**config.mk**
```make
export PLATFORM = sky130hd
export DESIGN_NAME = pmem_norm_reader_flat
export DESIGN_NICKNAME = d
export VERILOG_FILES = /design/src/rtl/pmem_norm_if.sv /design/src/rtl/pmem_norm_reader.sv /design/src/flat_wrapper.sv
export SDC_FILE = /design/constraint.sdc
export NUM_CORES = 1
export LEC_CHECK = 0
export ABC_AREA = 1
export ABC_CLOCK_PERIOD_IN_PS = 18400
export CAP_MARGIN = 0
export CORE_UTILIZATION = 45
export CTS_BUF_LIST = sky130_fd_sc_hd__clkbuf_4 sky130_fd_sc_hd__clkbuf_8
export DETAILED_ROUTE_END_ITERATION = 8
export GPL_TIMING_DRIVEN = 0
export PLACE_DENSITY_LB_ADDON = 0.15
export SLEW_MARGIN = 20
export SYNTH_ARGS = -nofsm -noshare
export SYNTH_HDL_FRONTEND = slang
export SYNTH_SLANG_ARGS = --single-unit
```
**constraint.sdc**
```tcl
create_clock -name i_clk -period 18.4 [get_ports i_clk]
set_input_delay 3.68 -clock i_clk [delete_from_list [all_inputs] [get_ports i_clk]]
set_output_delay 3.68 -clock i_clk [all_outputs]
set_load 0.01 [all_outputs]
```
**src/rtl/pmem_norm_if.sv**
```systemverilog
// Bundles the pmem read port and the normalized-vector output stream of pmem_norm_reader.
interface pmem_norm_if #(
    parameter int col     = 8,
    parameter int bw_psum = 12,
    parameter int add_w   = 4,
    parameter int frac    = 12
);
    localparam int sum_w = bw_psum + $clog2(col);
    localparam int nw    = frac + 2;

    logic                   pmem_rd;
    logic [add_w-1:0]       pmem_add;
    logic [bw_psum*col-1:0] pmem_dout;
    logic [nw*col-1:0]      norm_out;
    logic [sum_w-1:0]       sum_out;
    logic                   norm_valid;
    logic                   norm_ready;

    modport master (
        output pmem_rd, pmem_add, norm_out, sum_out, norm_valid,
        input  pmem_dout, norm_ready
    );

    modport slave (
        input  pmem_rd, pmem_add, norm_out, sum_out, norm_valid,
        output pmem_dout, norm_ready
    );
endinterface

```
**src/rtl/pmem_norm_reader.sv**
```systemverilog
// Walks pmem, sums |lane| per psum vector and divides each lane by that sum (restoring divider).
// Define NORM_ROUND_EN for round-half-up quotients; default build truncates.
module pmem_norm_reader #(
    parameter int col     = 8,
    parameter int bw_psum = 12,
    parameter int add_w   = 4,
    parameter int frac    = 12
) (
    input  logic             i_clk,
    input  logic             i_reset,
    input  logic             i_start,
    input  logic [add_w:0]   i_num_vec,
    input  logic             i_sign_mode,
    pmem_norm_if.master      bus,
    output logic             o_busy,
    output logic             o_done
);
    localparam int sum_w  = bw_psum + $clog2(col);
    localparam int nw     = frac + 2;
    localparam int dvd_w  = sum_w + frac;
    localparam int lane_w = (col > 1) ? $clog2(col) : 1;
    localparam int step_w = $clog2(frac + 1);

    localparam logic [lane_w-1:0] LANE_LAST = lane_w'(col - 1);
    localparam logic [step_w-1:0] STEP_LAST = step_w'(frac);
    localparam logic [frac:0]     Q_MAX     = {1'b1, {frac{1'b0}}};

    localparam logic [2:0] S_IDLE = 3'd0;
    localparam logic [2:0] S_RD   = 3'd1;
    localparam logic [2:0] S_CAP  = 3'd2;
    localparam logic [2:0] S_SUM  = 3'd3;
    localparam logic [2:0] S_DIV  = 3'd4;
    localparam logic [2:0] S_OUT  = 3'd5;
    localparam logic [2:0] S_DONE = 3'd6;

    function automatic logic [bw_psum-1:0] lane_mag(input logic [bw_psum-1:0] v, input logic sm);
        return (sm && v[bw_psum-1]) ? (~v + 1'b1) : v;
    endfunction

    function automatic logic [dvd_w-1:0] dividend(input logic [bw_psum-1:0] mag,
                                                  input logic [sum_w-1:0]   s);
        logic [dvd_w-1:0] d;
        d = '0;
        d[bw_psum+frac-1:frac] = mag;
`ifdef NORM_ROUND_EN
        d = d + dvd_w'(s >> 1);
`else
        d = d + dvd_w'(s & '0);
`endif
        return d;
    endfunction

    function automatic logic signed [nw-1:0] signed_norm(input logic [frac:0] q, input logic neg);
        logic [nw-1:0] m;
        m = {1'b0, (q > Q_MAX) ? Q_MAX : q};
        return neg ? $signed(-m) : $signed(m);
    endfunction

    logic [2:0]                r_state;
    logic [add_w:0]            r_idx;
    logic [add_w:0]            r_num_vec;
    logic                      r_sign_mode;
    logic [add_w-1:0]          r_add;
    logic [bw_psum-1:0]        r_lanes [col];
    logic [sum_w-1:0]          r_sum;
    logic signed [nw-1:0]      r_norm  [col];
    logic [sum_w-1:0]          r_rem;
    logic [frac:0]             r_low;
    logic [frac-1:0]           r_q;
    logic                      r_neg;
    logic [lane_w-1:0]         r_lane;
    logic [step_w-1:0]         r_step;

    logic [sum_w-1:0]          w_sum;
    logic [sum_w:0]            w_shift;
    logic                      w_ge;
    logic [sum_w-1:0]          w_rem_nxt;
    logic [frac:0]             w_q;
    logic [lane_w-1:0]         w_nxt_lane;
    logic [lane_w-1:0]         w_load_idx;
    logic [sum_w-1:0]          w_load_sum;
    logic [dvd_w-1:0]          w_dvd;
    logic [add_w:0]            w_idx_nxt;

    always_comb begin
        w_sum = '0;
        for (int k = 0; k < col; k++)
            w_sum = w_sum + sum_w'(lane_mag(r_lanes[k], r_sign_mode));
    end

    // One restoring step: shift in the next dividend bit, subtract the sum if it fits.
    always_comb begin
        w_shift    = {r_rem, r_low[frac]};
        w_ge       = (w_shift >= {1'b0, r_sum});
        w_rem_nxt  = w_ge ? (w_shift[sum_w-1:0] - r_sum) : w_shift[sum_w-1:0];
        w_q        = {r_q, w_ge};
        w_nxt_lane = (r_lane == LANE_LAST) ? '0 : r_lane + 1'b1;
        w_load_idx = (r_state == S_SUM) ? '0 : w_nxt_lane;
        w_load_sum = (r_state == S_SUM) ? w_sum : r_sum;
        w_dvd      = dividend(lane_mag(r_lanes[w_load_idx], r_sign_mode), w_load_sum);
        w_idx_nxt  = r_idx + 1'b1;
    end

    always_ff @(posedge i_clk or negedge i_reset) begin
        if (!i_reset) begin
            r_state     <= S_IDLE;
            r_idx       <= '0;
            r_num_vec   <= '0;
            r_sign_mode <= 1'b0;
            r_add       <= '0;
            r_sum       <= '0;
            r_rem       <= '0;
            r_low       <= '0;
            r_q         <= '0;
            r_neg       <= 1'b0;
            r_lane      <= '0;
            r_step      <= '0;
            for (int k = 0; k < col; k++) begin
                r_lanes[k] <= '0;
                r_norm[k]  <= '0;
            end
        end else begin
            case (r_state)
                S_IDLE: if (i_start) begin
                    r_num_vec   <= i_num_vec;
                    r_sign_mode <= i_sign_mode;
                    r_idx       <= '0;
                    r_add       <= '0;
                    r_state     <= (i_num_vec == '0) ? S_DONE : S_RD;
                end
                S_RD: r_state <= S_CAP;
                S_CAP: begin
                    for (int k = 0; k < col; k++)
                        r_lanes[k] <= bus.pmem_dout[bw_psum*k +: bw_psum];
                    r_state <= S_SUM;
                end
                S_SUM: begin
                    r_sum <= w_sum;
                    for (int k = 0; k < col; k++)
                        r_norm[k] <= '0;
                    r_lane  <= '0;
                    r_step  <= '0;
                    r_rem   <= sum_w'(w_dvd >> (frac + 1));
                    r_low   <= w_dvd[frac:0];
                    r_q     <= '0;
                    r_neg   <= r_sign_mode && r_lanes[0][bw_psum-1];
                    r_state <= (w_sum == '0) ? S_OUT : S_DIV;
                end
                S_DIV: begin
                    r_rem <= w_rem_nxt;
                    r_low <= r_low << 1;
                    r_q   <= w_q[frac-1:0];
                    if (r_step == STEP_LAST) begin
                        r_norm[r_lane] <= signed_norm(w_q, r_neg);
                        r_step         <= '0;
                        if (r_lane == LANE_LAST) begin
                            r_state <= S_OUT;
                        end else begin
                            // Preload the next lane so no cycle is lost between lanes.
                            r_lane <= w_nxt_lane;
                            r_rem  <= sum_w'(w_dvd >> (frac + 1));
                            r_low  <= w_dvd[frac:0];
                            r_q    <= '0;
                            r_neg  <= r_sign_mode && r_lanes[w_nxt_lane][bw_psum-1];
                        end
                    end else begin
                        r_step <= r_step + 1'b1;
                    end
                end
                S_OUT: if (bus.norm_ready) begin
                    r_idx <= w_idx_nxt;
                    if (w_idx_nxt == r_num_vec) begin
                        r_state <= S_DONE;
                    end else begin
                        r_add   <= w_idx_nxt[add_w-1:0];
                        r_state <= S_RD;
                    end
                end
                S_DONE:  r_state <= S_IDLE;
                default: r_state <= S_IDLE;
            endcase
        end
    end

    for (genvar k = 0; k < col; k++) begin : g_pack
        assign bus.norm_out[nw*k +: nw] = r_norm[k];
    end

    assign bus.pmem_rd    = (r_state == S_RD);
    assign bus.pmem_add   = r_add;
    assign bus.sum_out    = r_sum;
    assign bus.norm_valid = (r_state == S_OUT);
    assign o_busy         = (r_state != S_IDLE);
    assign o_done         = (r_state == S_DONE);
endmodule
```
**src/flat_wrapper.sv**
```systemverilog
// flat-port wrapper written by rule: the top's interface ports become plain ports
module pmem_norm_reader_flat 
#(
    parameter int col     = 8,
    parameter int bw_psum = 12,
    parameter int add_w   = 4,
    parameter int frac    = 12
)
  (i_clk, i_reset, i_start, i_num_vec, i_sign_mode, o_busy, o_done, bus_pmem_rd, bus_pmem_add, bus_norm_out, bus_sum_out, bus_norm_valid, bus_pmem_dout, bus_norm_ready);
  pmem_norm_if #(.col(col), .bw_psum(bw_psum), .add_w(add_w), .frac(frac)) bus_i ();
  input  logic i_clk;
  input  logic i_reset;
  input  logic i_start;
  input  logic [add_w:0] i_num_vec;
  input  logic i_sign_mode;
  output logic o_busy;
  output logic o_done;
  output wire logic [$bits(bus_i.pmem_rd)-1:0] bus_pmem_rd;
  output wire logic [$bits(bus_i.pmem_add)-1:0] bus_pmem_add;
  output wire logic [$bits(bus_i.norm_out)-1:0] bus_norm_out;
  output wire logic [$bits(bus_i.sum_out)-1:0] bus_sum_out;
  output wire logic [$bits(bus_i.norm_valid)-1:0] bus_norm_valid;
  input wire logic [$bits(bus_i.pmem_dout)-1:0] bus_pmem_dout;
  input wire logic [$bits(bus_i.norm_ready)-1:0] bus_norm_ready;
  assign bus_pmem_rd = bus_i.pmem_rd;
  assign bus_pmem_add = bus_i.pmem_add;
  assign bus_norm_out = bus_i.norm_out;
  assign bus_sum_out = bus_i.sum_out;
  assign bus_norm_valid = bus_i.norm_valid;
  assign bus_i.pmem_dout = bus_pmem_dout;
  assign bus_i.norm_ready = bus_norm_ready;
  pmem_norm_reader #(.col(col), .bw_psum(bw_psum), .add_w(add_w), .frac(frac)) u_core (.i_clk(i_clk), .i_reset(i_reset), .i_start(i_start), .i_num_vec(i_num_vec), .i_sign_mode(i_sign_mode), .bus(bus_i), .o_busy(o_busy), .o_done(o_done));
endmodule
```
# After elaboration in Yosys (flattened, before gate mapping)
# Cells that the tools add are included.
dict set report word_totals {
  out_inout_bits 135
  regBits 289
  in_bits 106
  word_cells 162
}
dict set report op_classes {
  magnitude_cmp 6
  reduce_logical 23
  muxes 57
  addsub 21
  n_bitwise 12
  n_eq_ne 15
}
# op count
set op_table {}
lappend op_table {{case mux 112 bit (2 select lines)} 1}
lappend op_table {{two-way mux 12 bit} 15}
lappend op_table {{bitwise mux 112 bit} 1}
lappend op_table {{two-way mux 112 bit} 1}
lappend op_table {{adder 12 x 1 -> 12 bit (second input constant)} 9}
lappend op_table {{NOT 12 bit} 9}
lappend op_table {{adder 15 x 12 -> 15 bit} 6}
lappend op_table {{binary-select mux 12 bit (select 3 bit)} 2}
lappend op_table {{two-way mux 15 bit} 3}
lappend op_table {{demux 14 bit (select 3 bit)} 1}
lappend op_table {{two-way mux 13 bit} 3}
lappend op_table {{two-way mux 3 bit} 10}
lappend op_table {{case mux 15 bit (2 select lines)} 1}
lappend op_table {{two-way mux 14 bit} 2}
lappend op_table {{case mux 13 bit (2 select lines)} 1}
lappend op_table {{case mux 12 bit (2 select lines)} 1}
lappend op_table {{case mux 3 bit (6 select lines)} 1}
lappend op_table {{greater-or-equal comparator 16 x 15 -> 1 bit} 1}
lappend op_table {{two-way mux 4 bit} 4}
lappend op_table {{case mux 4 bit (2 select lines)} 2}
lappend op_table {{logical NOT 15 bit} 1}
lappend op_table {{subtractor 15 bit} 1}
lappend op_table {{negator 13 -> 14 bit} 1}
lappend op_table {{adder 12 x 12 -> 13 bit} 1}
lappend op_table {{27 further kinds} 56}

# Longest topological paths before layout
# Gate-level depths: netlist (run 1).
dict set report depth {
  depth_word 13
  depth_mapped 36
  ltp_nobuf 36
}

# Least setup slack after synthesis (run 1)
# No wires, ideal clock.
dict set report synth_timing {
  path_type {reg2reg}
  startpoint {reg u_core.r_sign_mode}
  endpoint {reg u_core.r_state[0]}
  arrival_time_ns 6.074
  n_path_buf 1
  stages_incl_launch_ff 36
  period_less_slack_ns 6.191
  slack_ns 12.209
  path_cell_list {dfrtp_1 -> clkbuf_1 -> nand2_1 -> o21ai_0 -> inv_1 -> fa_1 -> inv_1 -> nand2_1 -> nand2_1 -> a21oi_1 -> o21ai_0 -> nand2_1 -> nand2_1 -> a21oi_1 -> o21ai_0 -> xor2_1 -> fa_1 -> fa_1 -> inv_1 -> fa_1 -> inv_1 -> fa_1 -> inv_1 -> ha_1 -> nand2_1 -> nor2_1 -> nand3_1 -> nand4_1 -> nand2_1 -> nand2_1 -> xor2_1 -> nor2_1 -> nand3_1 -> nand2_1 -> nand2_1 -> nand2_1}
}
dict set report synth_via {
  elab_chain_cells 12
  word_cells_on_any_way 26
  classes_between {add/sub: 7; mux: 10; reduce/logical: 9}
}
# element line_no
set synth_rtl {}
lappend synth_rtl {{from (decl)} pmem_norm_reader.sv:62} ;# logic r_sign_mode;
lappend synth_rtl {{from (signal assigned)} pmem_norm_reader.sv:126} ;# r_sign_mode <= i_sign_mode;
lappend synth_rtl {{logical AND 1 bit} pmem_norm_reader.sv:37} ;# return (sm && v[bw_psum-1]) ? (~v + 1'b1) : v;
lappend synth_rtl {{two-way mux 12 bit} pmem_norm_reader.sv:37}
lappend synth_rtl {{adder 12 x 12 -> 13 bit} pmem_norm_reader.sv:88} ;# w_sum = w_sum + sum_w'(lane_mag(r_lanes[k], r_sign_mode));
lappend synth_rtl {{adder 15 x 12 -> 15 bit (5 in a row)} pmem_norm_reader.sv:88}
lappend synth_rtl {{adder 15 x 12 -> 15 bit *} pmem_norm_reader.sv:88}
lappend synth_rtl {{logical NOT 15 bit *} pmem_norm_reader.sv:147} ;# r_state <= (w_sum == '0) ? S_OUT : S_DIV;
lappend synth_rtl {{two-way mux 1 bit *} pmem_norm_reader.sv:147}
lappend synth_rtl {{case mux 3 bit (6 select lines) *} pmem_norm_reader.sv:123} ;# case (r_state)
lappend synth_rtl {{to (signal assigned)} pmem_norm_reader.sv:129} ;# r_state <= (i_num_vec == '0) ? S_DONE : S_RD;
lappend synth_rtl {{to (signal assigned)} pmem_norm_reader.sv:147}
lappend synth_rtl {{to (decl)} pmem_norm_reader.sv:59} ;# logic [2:0] r_state;
# Mark *: on every way between the ends. The rest lies on a longest branch, timed or not.
# A chain may end at the register's enable or synchronous reset.

# Worst setup path in the final report (run 1)
# Same ends and word-level chain as after synthesis.

==> out/metrics.cfg, run 1 <==
[yosys]
synth_edf_count=0
synth.yosys.warnings=0
synth_nets=2429
avgSynthCellArea_um2=8.01
async_flop_share_pct=100
synthXorXnorAreaFrac_pct=5.66
ys.flop_type=dfrtp_1
synth_cell_types=49
synth_compound_area_share_pct=10.9
yosys-mux-area-fraction_pct=3.00
seq_area_frac_synth_pct=39.3
syn_area_um2=17600
yosys.area_share.simple_pct=21.8
ys_ff_latch=277
yosys.area_share.adder_pct=11.1
synth_cells=2202
synth_top_family_by_area=simple AND/OR/NAND/NOR gates

[place]
gp_congestion=0.976
dp_cells=2963
io_buffers=240
hpwlAfterDp_um=44800

[worst_setup_path]
crit_type=reg2reg
r2r_cells=35
crit_path_frequent_cell=nand2_1
endpoint_kind=flip-flop
r2r_end=u_core.r_state[0]
rr_startpoint=u_core.r_sign_mode
critPathLaunch=u_core.r_sign_mode
required_ns=18.94
path_max_fanout=10
cpMaxStageDelayCell=fa_1
startpoint_type=flip-flop
r2r_setup_slack_ns=10.82
arrival_ns=8.12
cpPeakStageDelay_ns=0.56

[floorplanning]
ios=241
fp.dieH_um=200
start_util_pct=45.7
rows=72
core_um2=38600
dieWidth_um=200
dieArea_um2=40000

[min_path]
hp-class=reg2reg
min-delay-start=u_core.bus.norm_out[80]
whs_path_depth=2
min_delay_worst_endpoint=u_core.bus.norm_out[80]

[detailed_routing]
first_iter_violations=803
finalWirelength_um=56200
dr_total_vias=16000
routedWlPerCell_um=18.4
antenna_left=0
drt-pass1-iter-count=6
viasPerCell=5.24
drc=0

[cts]
clock-sinks=277
cts_max_level=2
post-cts-setup-buffers=0
clkLatencyLatePin_ns=0.65
tritoncts=built
clockBufferDepth=3
clk_pin_slew_ns=0.06
cts-resized-gates=0
ctsRootBufferMaster=clkbuf_8
hold_buffers=0
cts-buffers-inserted=49

[sta]
holdWs_ns=0.474
rsz0062_at_grt=false
slew_headroom_pct=43.1
maxSlewViolCount=0
hold_viol_final=0
fmax_ghz=0.132
fin_crit_ns=7.58
finalCritPeriodShare_pct=41.2
worst_slew_pin_slew_ns=0.848
final-setup-viol-count=0
fin_setup_tns_ns=0
fin_worst_skew_ns=0.0282

[status]
status=completed

[layout]
fin_nets=2723
drive_gt1_share_pct=7.35
layout_commonest_cell=nand2_1
final_cells=3049
layout_common_cells=nand2_1, inv_1, dfrtp_1, clkdlybuf4s50_1, o21ai_0
fin_util_pct=56.6
synthToLayoutAreaGrowth_pct=24.0

[global_routing]
grt_overflow=0
grt_pass1_vias=15500
grt.total_usage_pct=28.6
grt_pass1_wl_um=86700
antenna_found_initial=1
grt_start_max_net_pins=100

[job]
cap_violations=0

==> how the worst max path moves through the flow <==
stage,to,cells past startpoint,slack [ns]
finish,u_core.r_state[0],35,10.82
detailed placement,u_core.r_state[0],35,10.83
CTS,u_core.r_state[0],35,10.81
global placement,u_core.r_lanes[93],1,1.44
floorplan,u_core.r_state[0],35,12.21
global route,u_core.r_state[0],35,10.11
==> metal layers <==
layer / track usage, % / routed length (um) / vias to the layer above
met2: 49.3 / 27800 / 511
met4: 10.9 / 2160 / 0
met5: 0 / 0 / -
met1: 36.1 / 23200 / 7702
li1: - / - / 7669
met3: 4.50 / 2990 / 110
==> worst max-delay path: cells and delay by family (launching register included) <==
| family | cells | cell delay [ns] |
|---|---|---|
| adder cells (fa/ha/maj) | 6 | 2.93 |
| AND/OR/NAND/NOR | 16 | 1.67 |
| XOR/XNOR | 2 | 0.52 |
| buffers and inverters | 6 | 0.83 |
| flip-flops | 1 | 0.46 |
| AO/OA/AOI/OAI | 5 | 1.06 |
==> through the flow <==
stage,instance area (um2),worst slack [ns]
global route,21900,10.11
detailed placement,20800,10.83
CTS,21900,10.81
global placement,20700,1.44
finish,21900,10.82
floorplan,17600,12.21
==> cells in the mapped netlist, types with 12 or more instances <==
library cell	number	area (um2)
nand2_1	526	1970
inv_1	295	1110
dfrtp_1	277	6930
o21ai_0	163	816
nor2_1	159	597
nand3_1	143	716
a21oi_1	131	656
xor2_1	79	692
ha_1	61	763
fa_1	60	1200
mux2_2	47	529
nor3_1	42	210
xnor2_1	35	307
clkbuf_1	28	105
o22ai_1	16	100
buf_2	14	70.1
buf_1	12	45.0
o31ai_1	12	90.1
==> flip-flops by register name (all words and copies together) (netlist names) <==
signal / cells
u_core.r_sign_mode: 1
u_core.r_neg: 1
u_core.bus.pmem_add: 4
u_core.r_step: 4
u_core.r_lane: 3
u_core.r_low: 1
u_core.r_num_vec: 5
u_core.r_rem: 15
u_core.r_q: 12
u_core.bus.norm_out: 112
u_core.bus.sum_out: 15
u_core.r_lanes: 96
u_core.r_state: 3
u_core.r_idx: 5
==> area by class of cell <==
class	count	area, um2
Sequential cell	277	6930
Fill cell	3619	16800
Multi-Input combinational cell	1561	9280
Antenna cell	1	2.50
Timing Repair Buffer	243	2490
Inverter	301	1130
Clock buffer	75	970
Tap cell	518	648
Buffer	63	310
Clock inverter	10	120
==> cell families (layout without fill, tap and decap cells) <==
kind of cell	Yosys count	in the layout
XOR/XNOR	114	114
multiplexers	47	47
other	0	1
buffers and inverters	364	692
flip-flops	277	277
AO/OA/AOI/OAI	360	360
adder cells (fa/ha/maj)	121	121
AND/OR/NAND/NOR	919	919
Power of run 1 is left out: the tool's default activity adds up to more than one toggle a clock period on the data nets, which glitch-free logic cannot reach.
==> run 2: changes to the inputs <==
- ABC_CLOCK_PERIOD_IN_PS: 18400 -> 7350
- clock period: 18.4 -> 7.35 ns (I/O delays scaled with it)
==> run 2 against run 1 <==
  * Clock skew up 0.0036 ns
  * Sequential cell count unchanged
  * Hold slack barely moved
  * Sequential share of layout area is essentially flat
  * Via count fell by 0.13%
  * First-iteration DRC count is 2.9% higher
  * Final area up 0.11%
  * Wire length barely moved
  * Register-to-register slack worse by 10 ns
==> out/metrics.cfg, run 2 (synthesis results as in run 1) <==
[worst_setup_path]
startpoint_type=flip-flop
path_max_fanout=4  ; -6
cpMaxStageDelayCell=fa_1
endpoint_kind=flip-flop
crit_path_frequent_cell=nand2_1
arrival_ns=7.39  ; -0.73 ns
crit_type=reg2reg
required_ns=7.89  ; -11.05 ns
cpPeakStageDelay_ns=0.56  ; about the same

[layout]
drive_gt1_share_pct=7.63  ; +0.28 points
synthToLayoutAreaGrowth_pct=24.1
largest_reg_flops=112  ; unchanged
fin_nets=2723  ; unchanged
layout_commonest_cell=nand2_1
final_cells=3049  ; unchanged
layout_common_cells=nand2_1, inv_1, dfrtp_1, clkdlybuf4s50_1
fin_util_pct=56.7  ; +0.065 points

[sta]
rsz0062_at_grt=false
fin_worst_skew_ns=0.0318  ; +0.00359 ns
holdWs_ns=0.474  ; -0.0000590 ns
worst_slew_pin_slew_ns=0.855  ; +0.00750 ns
final-setup-viol-count=0  ; unchanged
slew_headroom_pct=42.6  ; -0.50 points
fin_crit_ns=6.85  ; -0.732 ns
fmax_ghz=0.146  ; +11%
finalCritPeriodShare_pct=93.2  ; +52 points
hold_viol_final=0  ; unchanged
maxSlewViolCount=0  ; unchanged

[detailed_routing]
drc=0  ; unchanged
viasPerCell=5.24  ; -0.13%
routedWlPerCell_um=18.4  ; about the same
dr_total_vias=16000  ; -0.13%
drt-pass1-iter-count=5  ; -1
antenna_left=0  ; unchanged
first_iter_violations=826  ; +2.9%
finalWirelength_um=56200  ; about the same

[global_routing]
grt_pass1_vias=15500  ; unchanged
grt_pass1_wl_um=86700  ; unchanged
grt_start_max_net_pins=100  ; unchanged
grt.total_usage_pct=28.6  ; unchanged
grt_overflow=0  ; unchanged
antenna_found_initial=1  ; unchanged

[floorplanning]
ios=241  ; unchanged
dieArea_um2=40000  ; unchanged
core_um2=38600  ; unchanged
dieWidth_um=200  ; unchanged
fp.dieH_um=200  ; unchanged
rows=72  ; unchanged
start_util_pct=45.7  ; unchanged

[cts]
cts-buffers-inserted=49  ; unchanged
hold_buffers=0  ; unchanged
ctsRootBufferMaster=clkbuf_8
clockBufferDepth=3  ; unchanged
cts_max_level=2  ; unchanged
tritoncts=built
clock-sinks=277  ; unchanged
clk_pin_slew_ns=0.06  ; about the same
clkLatencyLatePin_ns=0.66  ; about the same

[place]
dp_cells=2963  ; unchanged
gp_congestion=0.976  ; unchanged
hpwlAfterDp_um=44800  ; unchanged
io_buffers=240  ; unchanged

[status]
status=completed

[job]
cap_violations=0  ; unchanged

[min_path]
hp-class=reg2reg

-- run 2: repair_timing --
action	CTS	global route
gates cloned	0	0
setup endpoints to repair	3	6
resized for setup	1	13
buffers inserted	0	0
pin swaps	0	1
-- run 2: area by class of cell --
type,count,area (um2)
tap,518,648
multi-input combinational,1561,9300
inverter,301,1130
buffer,63,314
sequential,277,6930
antenna,1,2.50
fill,3618,16700
clock buffer,75,970
timing repair buffer,243,2490
clock inverter,10,120
-- run 2: worst max-delay path: cells and delay by family (launching register included) --
family          cells  cell delay [ns]
compound gates      5             0.75
xor+xnor            3             0.58
fa+ha+maj           7             3.01
buf+inv             4             0.25
flops               1             0.45
simple gates       16             1.71
-- run 2: final timing paths --
path / startpoint / to / slack [ns] / depth (start not counted)
worst min register to register: u_core.bus.norm_out[80] / u_core.bus.norm_out[80] / 0.47 / 2
worst min-delay path: u_core.bus.norm_out[80] / u_core.bus.norm_out[80] / 0.47 / 2
max in group asynchronous: i_reset / u_core.r_lanes[1] / 5.21 / 4
worst max-delay path: u_core.r_lanes[73] / u_core.r_state[0] / 0.50 / 35
min in group asynchronous: i_reset / u_core.bus.sum_out[14] / 0.85 / 2
worst max register to register: u_core.r_lanes[73] / u_core.r_state[0] / 0.50 / 35
-- run 2: per-layer routing --
metal  up-vias  part of all wire, %  global-route usage (%)
met5         -                    0                       0
met4         0                  4.0                    10.9
met3       114                  5.4                    4.50
met2       509                   49                    49.3
met1      7681                   41                    36.1
li1       7667                    -                       -
-- run 2: through the flow --
| stage | setup WS, ns | area (um2) | setup TNS [ns] |
|---|---|---|---|
| after CTS | 0.0325 | 21900 | 0 |
| final | 0.501 | 21900 | 0 |
| after global placement | -7.40 | 20700 | -2039.66 |
| after floorplan | 1.16 | 17600 | 0 |
| after detailed placement | -0.221 | 20800 | -0.221 |
| after global routing | 0.0133 | 21900 | 0 |
Power of run 2 is left out for the same reason.
